--- config.mk ---
export PLATFORM = sky130hd
export DESIGN_NAME = matmul_tag_pipe_flat
export DESIGN_NICKNAME = d
export VERILOG_FILES = /design/src/rtl/matmul_tag_pipe_if.sv /design/src/rtl/matmul_tag_pipe.sv /design/src/flat_wrapper.sv
export SDC_FILE = /design/constraint.sdc
export NUM_CORES = 1
export LEC_CHECK = 0
export BUFFER_PORTS_ARGS = -buffer_cell sky130_fd_sc_hd__clkbuf_2
export CAP_MARGIN = 20
export CELL_PAD_IN_SITES_DETAIL_PLACEMENT = 0
export CELL_PAD_IN_SITES_GLOBAL_PLACEMENT = 1
export CORE_ASPECT_RATIO = 0.9
export CORE_UTILIZATION = 53
export DETAILED_ROUTE_END_ITERATION = 12
export GPL_TIMING_DRIVEN = 0
export PLACE_DENSITY_LB_ADDON = 0.05
export SETUP_SLACK_MARGIN = 0.3
export SYNTH_ARGS = -nofsm -noshare
export SYNTH_HDL_FRONTEND = slang
export SYNTH_SLANG_ARGS = --single-unit
--- constraint.sdc ---
create_clock -name g_clk -period 5.7 [get_ports g_clk]
set_clock_uncertainty 0.1 [all_clocks]
set_input_delay 0.285 -clock g_clk [delete_from_list [all_inputs] [get_ports g_clk]]
set_output_delay 0.285 -clock g_clk [all_outputs]
set_load 0.02 [all_outputs]
--- src/rtl/matmul_tag_pipe_if.sv ---
// Clock/reset bundle shared by the fixed-point datapath blocks.
// Latency: none (wiring only).
// Backpressure: none; carries the matmul latency used to seed tag pipes.
interface fixedp #(
    parameter int MATMUL_LAT = 4
);
    logic clk;
    logic reset;

    modport sink (input clk, input reset);
endinterface

--- src/rtl/matmul_tag_pipe.sv ---
// Delays a valid vector plus sideband tag by a runtime latency (0..MAX_DELAY).
// Latency: lat_cur advancing cycles; lat_cur=0 is a combinational bypass.
// Backpressure: en=0 freezes all stages and masks the output; flush drops everything.
module matmul_tag_pipe #(
    parameter int WIDTH       = 1,
    parameter int TAG_W       = 8,
    parameter int MAX_DELAY   = 16,
    parameter int DEFAULT_LAT = 4,
    localparam int LW         = $clog2(MAX_DELAY + 1)
) (
    fixedp.sink              g,
    input  logic             en,
    input  logic             flush,
    input  logic [LW-1:0]    lat,
    input  logic [WIDTH-1:0] i_valid,
    input  logic [TAG_W-1:0] i_tag,
    output logic [WIDTH-1:0] o_valid,
    output logic [TAG_W-1:0] o_tag,
    output logic [LW-1:0]    count,
    output logic             busy,
    output logic [LW-1:0]    lat_cur,
    output logic             lat_pending,
    output logic             lat_err
);
    localparam logic [LW-1:0] MAX_L = LW'(MAX_DELAY);

    logic [WIDTH-1:0] r_vld [1:MAX_DELAY];
    logic [TAG_W-1:0] r_tag [1:MAX_DELAY];
    logic [LW-1:0]    r_lat_cur;
    logic [LW-1:0]    r_count;
    logic             r_lat_err;

    logic [LW-1:0]    w_lat_req;
    logic [WIDTH-1:0] w_tap_vld;
    logic [TAG_W-1:0] w_tap_tag;
    logic             w_acc;
    logic             w_inc;
    logic             w_dec;
    logic [LW-1:0]    w_cnt_base;
    logic             w_switch;
    logic [LW-1:0]    w_lat_eff;
    logic [LW-1:0]    w_cnt_next;
    logic [WIDTH-1:0] w_in_vld;

    assign w_lat_req = (lat > MAX_L) ? MAX_L : lat;

    // Select the output tap: stage[lat_cur], or the live input when latency is zero.
    always_comb begin
        w_tap_vld = i_valid;
        w_tap_tag = i_tag;
        for (int k = 1; k <= MAX_DELAY; k++) begin
            if (r_lat_cur == LW'(k)) begin
                w_tap_vld = r_vld[k];
                w_tap_tag = r_tag[k];
            end
        end
    end

    assign o_valid = w_tap_vld & {WIDTH{en}};
    assign o_tag   = (|o_valid) ? w_tap_tag : '0;

    // Only nonzero valid vectors are entries; bubbles never touch the count.
    assign w_acc = en & ~flush & (|i_valid);
    assign w_inc = w_acc & (r_lat_cur != '0);
    assign w_dec = en & (r_lat_cur != '0) & (|w_tap_vld);

    // Occupancy after this edge, before any latency switch is considered.
    always_comb begin
        w_cnt_base = r_count;
        if (flush) begin
            w_cnt_base = '0;
        end else if (w_inc && !w_dec) begin
            w_cnt_base = r_count + LW'(1);
        end else if (!w_inc && w_dec) begin
            w_cnt_base = r_count - LW'(1);
        end
    end

    // Switch latency only when the pipe drains; an entry taken on a 0->N switch
    // edge rides the new latency, so it must be counted as in flight.
    assign w_switch   = (w_cnt_base == '0);
    assign w_lat_eff  = w_switch ? w_lat_req : r_lat_cur;
    assign w_cnt_next = (w_switch && w_acc && (w_lat_eff != '0)) ? LW'(1) : w_cnt_base;
    assign w_in_vld   = (w_lat_eff != '0) ? i_valid : '0;

    // Stage shift register; stages past the tap are zeroed so consumed entries cannot reappear.
    always_ff @(posedge g.clk) begin
        if (g.reset) begin
            for (int k = 1; k <= MAX_DELAY; k++) begin
                r_vld[k] <= '0;
                r_tag[k] <= '0;
            end
        end else if (flush) begin
            for (int k = 1; k <= MAX_DELAY; k++) begin
                r_vld[k] <= '0;
            end
        end else if (en) begin
            r_vld[1] <= w_in_vld;
            r_tag[1] <= i_tag;
            for (int k = 1; k < MAX_DELAY; k++) begin
                r_vld[k+1] <= (LW'(k) < r_lat_cur) ? r_vld[k] : '0;
                r_tag[k+1] <= r_tag[k];
            end
        end
    end

    // Occupancy, active latency and the sticky out-of-range flag.
    always_ff @(posedge g.clk) begin
        if (g.reset) begin
            r_count   <= '0;
            r_lat_cur <= LW'(DEFAULT_LAT);
            r_lat_err <= 1'b0;
        end else begin
            r_count   <= w_cnt_next;
            r_lat_cur <= w_lat_eff;
            if (lat > MAX_L) begin
                r_lat_err <= 1'b1;
            end
        end
    end

    assign count       = r_count;
    assign busy        = (r_count != '0);
    assign lat_cur     = r_lat_cur;
    assign lat_pending = (w_lat_req != r_lat_cur);
    assign lat_err     = r_lat_err;
endmodule

--- src/flat_wrapper.sv ---
// flat-port wrapper written by rule: the top's interface ports become plain ports
module matmul_tag_pipe_flat 
#(
    parameter int WIDTH       = 1,
    parameter int TAG_W       = 8,
    parameter int MAX_DELAY   = 16,
    parameter int DEFAULT_LAT = 4,
    localparam int LW         = $clog2(MAX_DELAY + 1)
)
  (en, flush, lat, i_valid, i_tag, o_valid, o_tag, count, busy, lat_cur, lat_pending, lat_err, g_clk, g_reset);
  fixedp #(.MATMUL_LAT((4))) g_i ();
  input  logic en;
  input  logic flush;
  input  logic [LW-1:0] lat;
  input  logic [WIDTH-1:0] i_valid;
  input  logic [TAG_W-1:0] i_tag;
  output logic [WIDTH-1:0] o_valid;
  output logic [TAG_W-1:0] o_tag;
  output logic [LW-1:0] count;
  output logic busy;
  output logic [LW-1:0] lat_cur;
  output logic lat_pending;
  output logic lat_err;
  input wire logic [$bits(g_i.clk)-1:0] g_clk;
  input wire logic [$bits(g_i.reset)-1:0] g_reset;
  assign g_i.clk = g_clk;
  assign g_i.reset = g_reset;
  matmul_tag_pipe #(.WIDTH(WIDTH), .TAG_W(TAG_W), .MAX_DELAY(MAX_DELAY), .DEFAULT_LAT(DEFAULT_LAT)) u_core (.g(g_i), .en(en), .flush(flush), .lat(lat), .i_valid(i_valid), .i_tag(i_tag), .o_valid(o_valid), .o_tag(o_tag), .count(count), .busy(busy), .lat_cur(lat_cur), .lat_pending(lat_pending), .lat_err(lat_err));
endmodule
==> summary.md, run 1 <==
| Metric | Value |
|---|---|
| Initial DRC Count | 835 |
| Peak supply drop | 0.229 mV |
| Req. time, crit path | 5320 ps |
| Total CTS buffers | 17 |
| Crit Path Class | reg2out |
| Synth Instances | a little under 800 |
| Tcrit/Tclk final | 0.774 |
| IO Port Bufs | 38 |
| Drt wl/cell | 22.4 microns |
| Number of flops mapped to enable cells by yosys | between 100 and 150 |
| Placer Congestion | between 0.8 and 0.9 |
| Fraction of registers with async set/reset | 0 |
| CTS tree | done |
| Remaining global-route overflow | 0 |
| Fill cells | 1258 |
| Sequential Area | 4540 sq um |
| First-pass GRT wire length | about 37000 microns |
| Synth Flop Type | edfxtp_1 |
| Register area share after synthesis | 0.556 |
| Setup Buffers After CTS | 0 |
| Synth Cell Area | a little over 8000 sq um |
| Max-slew headroom | 0.445 |
| WHS Path Cells | 2 |
| CORE AREA | 14900 sq um |
| Most frequent cells in the layout | edfxtp_1, and3_1, nor2_1, nand2_1, clkbuf_1 |
| Worst Tran Pin Value | 832 ps |
| DIE HEIGHT | 120 microns |
| # clock sinks | about 160 |
| Vias per cell | 6.47 |
| Overall power | 3.17 mW |
| Final min period | 4410 ps |
| Final Hold Viols | 0 |
| Worst R2R Start | u_core.lat_cur[2]$_SDFF_PP1_ |
| Max Buffers Root-to-Sink | 2 |
| Syn_nets | about 800 |
| Reg clk slew, reported paths | 60 ps |
| Max Freq | ~230 MHz |
| Crit path from | u_core.lat_cur[2]$_SDFF_PP1_ |
| Netlist cell types | about 80 |
| WHS Endpoint | u_core.r_tag[1][3]$_SDFFCE_PN0P_ |
| Critical path arrival | approximately 4000 ps |
| Status | finished clean |
| Site Rows | 42 |
| GRT Util Overall | 0.311 |
| Nets | roughly 860 |
| Latest clock arrival within the worst-skew pair | roughly 430 ps |
| Synth Register Bits | 155 |
| Hold-fix buffers at CTS | 0 |
| CTS-repair resized insts | 0 |
| Io pins | 40 |
| PwrDens | 345 nW/um^2 |
| Worst path slowest cell | dfxtp_1 |
| Most common cell after layout, fill and taps aside | edfxtp_1 |
| First-pass detailed-route iteration total | 5 |
| P&R area growth vs syn | 12.2% |
| Final Setup Violations | 0 |
| Root Driver | clkbuf_16 |
| Die X-Extent | ~130 microns |
| Die Area | 15900 sq um |
| CP endpoint kind | primary output |
| Vias in the first global route | around 6.3k |
| Syn_area_per_cell | 10.5 sq um |
| Layout cells sized above 1 | 0.124 |
| Reg2reg setup slack | between 1500 and 2000 ps |
| Initial Util | 0.550 |
| Initial antenna violation count | 0 |
| ANT nets after route | 0 |
| Final number of max-transition violations | 0 |
| DRC viols | 0 |
| Syn. warnings | 0 |
| DR vias | 6768 |
| Largest net degree at the start of global routing | 69 |
| FF-to-FF path depth | 12 |
| Startpoint class of the critical path | flop |
| Max-cap violation count | 0 |
| Critical path, cell by cell | buf_6, buf_2, nand2_1, nor3_1, clkbuf_1, a221oi_1, a211oi_1, o21ai_0, a31oi_1, o22ai_1, a21oi_1, clkbuf_2 |
| HP Start | i_tag[3] |
| RSZ-0062 raised after global routing | no |
| LEAKAGE | 3.77 nW |
| H-tree levels | 4 |
| # diodes | 0 |
| HP Class | in2reg |
| Critical R2R Capture | u_core.r_vld[1]$_DFFE_PP_ |
| Setup_tns | 0 ps |
| Hpwl dp | 16000 microns |
| CP max FO | 10 |
| Largest stage delay, worst path | 600 ps |
| WL final | approximately 23000 microns |
| Multi-input gate area | 3280 sq um |
logic make-up (layout without fill, tap and decap cells):
family,count (synthesis),after routing,synth area share
and+or+nand+nor,334,334,0.220
DFF,155,155,0.556
xor gates and xnor gates,7,7,0.00842
buffers and inverters,84,156,0.0439
adders and majority gates,3,3,0.00459
muxes,14,14,0.0174
AOI/OAI and AO/OA,179,179,0.150
cells in the mapped netlist, types with 8 or more instances:
cell      count  area, sq um
buf_2         8         40.0
or3_1         8         50.1
nand2_1      51          191
nor3_1       16         80.1
a31oi_1      10         62.6
o21ai_0      45          225
o221ai_1     10         87.6
mux2i_1      12          120
nor2_1       72          270
edfxtp_1    144         4320
dfxtp_1      11          220
clkbuf_1     46          173
a21oi_1      45          225
and3_1      127          795
nand3_1      16         80.1
o211ai_1      9         67.6
inv_1        19         71.3
state kept, by name, indices dropped and copies added, names as in the netlist:
name and count:
u_core.count 5, u_core.r_tag 128, u_core.lat_cur 5, u_core.r_vld 16
u_core.lat_err 1
metrics by stage:
stage | setup WS, ps | hold WS (ps) | cells | instance area [sq um] | util
after floorplan | 1930 | 384 | 776 | 8180 | -
final | 1290 | 96.3 | 1046 | 9170 | 0.617
after global placement | 334 | 346 | 1012 | 8620 | 0.579
after CTS | 1150 | 77.2 | 1045 | 9170 | 0.616
after global routing | 1000 | 99.0 | 1046 | 9170 | 0.617
after detailed placement | 1620 | 390 | 1014 | 8660 | 0.582
worst max path at each step:
| stage | end | slack (ps) |
|---|---|---|
| global placement | u_core.r_tag[8][0]$_SDFFCE_PN0P_ | 330 |
| detailed placement | o_tag[2] | 1620 |
| global route | o_tag[0] | 1000 |
| CTS | o_tag[2] | 1150 |
| floorplan | u_core.r_tag[10][0]$_SDFFCE_PN0P_ | 1930 |
| finish | o_tag[0] | 1290 |
power by group:
part | total, mW | internal (mW) | switching, mW
combinational | 0.778 | 0.265 | 0.513
sequential | 1.37 | 1.32 | 0.0531
clock | 1.02 | 0.548 | 0.468
total | 3.17 | 2.13 | 1.03
metal layers:
layer  up-vias  GRT usage  wire length, microns
li1       3056          -                     -
met1      3311      0.445                 10200
met2       361      0.467                 10500
met3        40     0.0655                  2200
met4         0      0.111                   468
met5         -          0                     0
cell type report:
class                      count  area share
sequential                   155       0.495
multi-input combinational    537       0.358
clock buffer                  19      0.0472
buffer                        63      0.0306
tap                          198      0.0270
timing repair buffer          41      0.0251
inverter                      21     0.00859
clock inverter                12     0.00832
worst max-delay path: cells and delay by family, from the launching register on:
family / cells / cell delay, ps
simple gates: 2 / 680
buf+inv: 4 / 1070
compound gates: 6 / 1240
flops: 1 / 600
Power figures use the tool's default switching activity.
==> inputs of run 2 (changes only) <==
--- a/config.mk
+++ b/config.mk
@@ -10,7 +10,7 @@
 export CELL_PAD_IN_SITES_DETAIL_PLACEMENT = 0
 export CELL_PAD_IN_SITES_GLOBAL_PLACEMENT = 1
 export CORE_ASPECT_RATIO = 0.9
-export CORE_UTILIZATION = 53
+export CORE_UTILIZATION = 45
 export DETAILED_ROUTE_END_ITERATION = 12
 export GPL_TIMING_DRIVEN = 0
 export PLACE_DENSITY_LB_ADDON = 0.05
==> constraint.sdc (replaced) <==
create_clock -name g_clk -period 3.9 [get_ports g_clk]
set_clock_uncertainty 0.1 [all_clocks]
set_input_delay 0.195 -clock g_clk [delete_from_list [all_inputs] [get_ports g_clk]]
set_output_delay 0.195 -clock g_clk [all_outputs]
set_load 0.02 [all_outputs]
==> summary.md, run 2 (same netlist as run 1, synthesis figures left out) <==
| Metric | Value |
|---|---|
| Finished Core Util | 0.544 (-0.0731) |
| Crit Path Class | reg2out |
| Worst R2R Start | u_core.lat_cur[4]$_SDFF_PP0_ |
| Critical path, cell by cell | buf_8, or3b_4, or3_4, buf_8, o221a_2, o221ai_1, a211oi_2, o21ai_2, a31oi_1, o21ai_0, a41oi_1, clkbuf_2 |
| Max Buffers Root-to-Sink | 2 (unchanged) |
| HP Start | i_tag[1] |
| Die X-Extent | 144 microns (+8.4%) |
| Finished Layout Cells | 1103 (+5.4%) |
| WL final | 24700 microns (+5.2%) |
| Die Area | 18700 sq um (+17%) |
| DRC viols | 0 (unchanged) |
| Initial DRC Count | 688 (-18%) |
| DIE HEIGHT | 130 microns (+8.4%) |
| Critical path arrival | 3220 ps (-810 ps) |
| ANT nets after route | 0 (unchanged) |
| GRT Util Overall | 0.275 (-0.0354) |
| Largest registers | u_core.r_tag: 128 flops, u_core.r_vld: 16 flops |
| CP dominant cell by count | buf_8 |
| # clock sinks | 155 (unchanged) |
| Crit path max-delay family | compound AO/OA/AOI/OAI gates |
| First-pass GRT wire length | 37600 microns (+2.4%) |
| IO Port Bufs | 38 (unchanged) |
| Layout cells sized above 1 | 0.185 (+0.0616) |
| CP max FO | 8 (-2) |
| Max-cap violation count | 0 (unchanged) |
| RSZ-0062 raised after global routing | yes |
| First-pass detailed-route iteration total | 5 (unchanged) |
| Max Freq | 284 MHz |
| Buf/Inv on CP | 3 (-1) |
| Final Hold Viols | 0 (unchanged) |
| Io pins | 40 (unchanged) |
| LEAKAGE | 3.99 nW (+5.7%) |
| Final number of max-transition violations | 0 (unchanged) |
| Latest clock arrival within the worst-skew pair | 430 ps (about the same) |
| Reg clk slew, reported paths | 70 ps (about the same) |
| Largest net degree at the start of global routing | 67 (-2.9%) |
| Tcrit/Tclk final | 0.902 |
| Initial antenna violation count | 0 (unchanged) |
| Most common cell after layout, fill and taps aside | edfxtp_1 |
| # diodes | 0 (unchanged) |
| Overall power | 4.93 mW (+56%) |
| CP endpoint kind | primary output |
| Most frequent cells in the layout | edfxtp_1, and3_1, nor2_1, nand2_1, a21oi_1 |
| Remaining global-route overflow | 0 (unchanged) |
| Startpoint class of the critical path | flop |
| Largest stage delay, worst path | 410 ps (-190 ps) |
| Status | finished clean |
| Setup_tns | 0 ps (unchanged) |
| Finished Cell Area | 9640 sq um (+5.1%) |
| Max-slew headroom | 0.415 (-0.0306) |
| Placed cell area | 8710 sq um (+0.58%) |
| Total CTS buffers | 17 (unchanged) |
| Peak supply drop | 0.312 mV (+36%) |
| Hpwl dp | 16800 microns (+5.1%) |
| Drt wl/cell | 22.3 microns (-0.22%) |
| Placer Congestion | 0.873 (-2.3%) |
| Crit path from | u_core.lat_cur[1]$_SDFF_PP0_ |
| Placed cell count | 1056 (+4.1%) |
| Worst Tran Pin Value | 878 ps (+45.9 ps) |
| PwrDens | 511 nW/um^2 (+48%) |
| HP Class | in2reg |
| Largest register FFs | 128 (unchanged) |
| Hold slack final | 21.2 ps (-75.1 ps) |
| P&R area growth vs syn | 17.9% |
| Nets | 871 (+1.6%) |
| Fill cells | 1659 (+32%) |
| Site Rows | 46 (+9.5%) |
| Root Driver | clkbuf_16 |
| H-tree levels | 4 (unchanged) |
| Setup WS pre-CTS | -167 ps (-1790 ps) |
| Final min period | 3520 ps |
| Final Setup Violations | 0 (unchanged) |
| Worst path slowest cell | or3b_4 |
| Final WS setup | 382 ps (-904 ps) |
| Req. time, crit path | 3610 ps (-1710 ps) |
| CORE AREA | 17700 sq um (+19%) |
| Vias per cell | 6.10 (-5.8%) |
| Reg with most FFs | u_core.r_tag |
| Vias in the first global route | 6294 (-0.32%) |
| CTS tree | done |
| Initial Util | 0.461 (-0.0886) |
| DR vias | 6723 (-0.66%) |
run 2: cell type report:
| cell class | instances | area, sq um | area share |
|---|---|---|---|
| flip-flops and latches | 155 | 4560 | 0.473 |
| multi-input cells | 537 | 3440 | 0.357 |
| clock buffers | 19 | 433 | 0.0449 |
| repair buffers | 55 | 363 | 0.0376 |
| plain buffers | 63 | 339 | 0.0352 |
| well taps | 240 | 300 | 0.0312 |
| clock inverters | 13 | 126 | 0.0131 |
| inverters | 21 | 78.8 | 0.00818 |
run 2: report_power, final:
part           switching [mW]  internal [mW]  leakage, nW  total [mW]
clock network           0.685          0.934        0.267        1.62
logic                   0.809          0.488         2.08        1.30
registers              0.0795           1.93         1.64        2.01
total                    1.57           3.35         3.99        4.93
run 2: metal layers:
layer,share of wire,wire [microns],GRT usage,vias up
li1,-,-,-,3089
met1,0.48,11800,0.408,3370
met2,0.44,11000,0.406,238
met3,0.064,1570,0.0539,26
met4,0.014,352,0.0832,0
met5,0,0,0,-
run 2: final timing paths:
kind	to	slack [ps]	cells past startpoint
min reg2reg	u_core.lat_err$_SDFFE_PP0P_	360	2
max	o_tag[2]	380	12
max reg2reg	u_core.r_vld[1]$_DFFE_PP_	450	11
min	u_core.r_tag[1][1]$_SDFFCE_PN0P_	20	2
run 2: timing repair:
item / 4_1_cts / 5_1_grt
endpoints found under the hold margin: 6 / 0
hold buffers: 5 / 0
resized for setup: 48 / 30
setup buffers: 3 / 7
endpoints found under the setup margin: 16 / 14
pin swaps: 5 / 8
run 2: worst reg2reg max path, stage by stage (launching register included):
cell and delay, ps:
dfxtp_2 360, buf_6 160, nand2b_1 320, o41ai_1 130, or4_4 500, a211oi_4 320, buf_6 200, mux2i_2 260
xnor2_2 180, a41oi_4 230, or3_1 400, a21oi_1 150
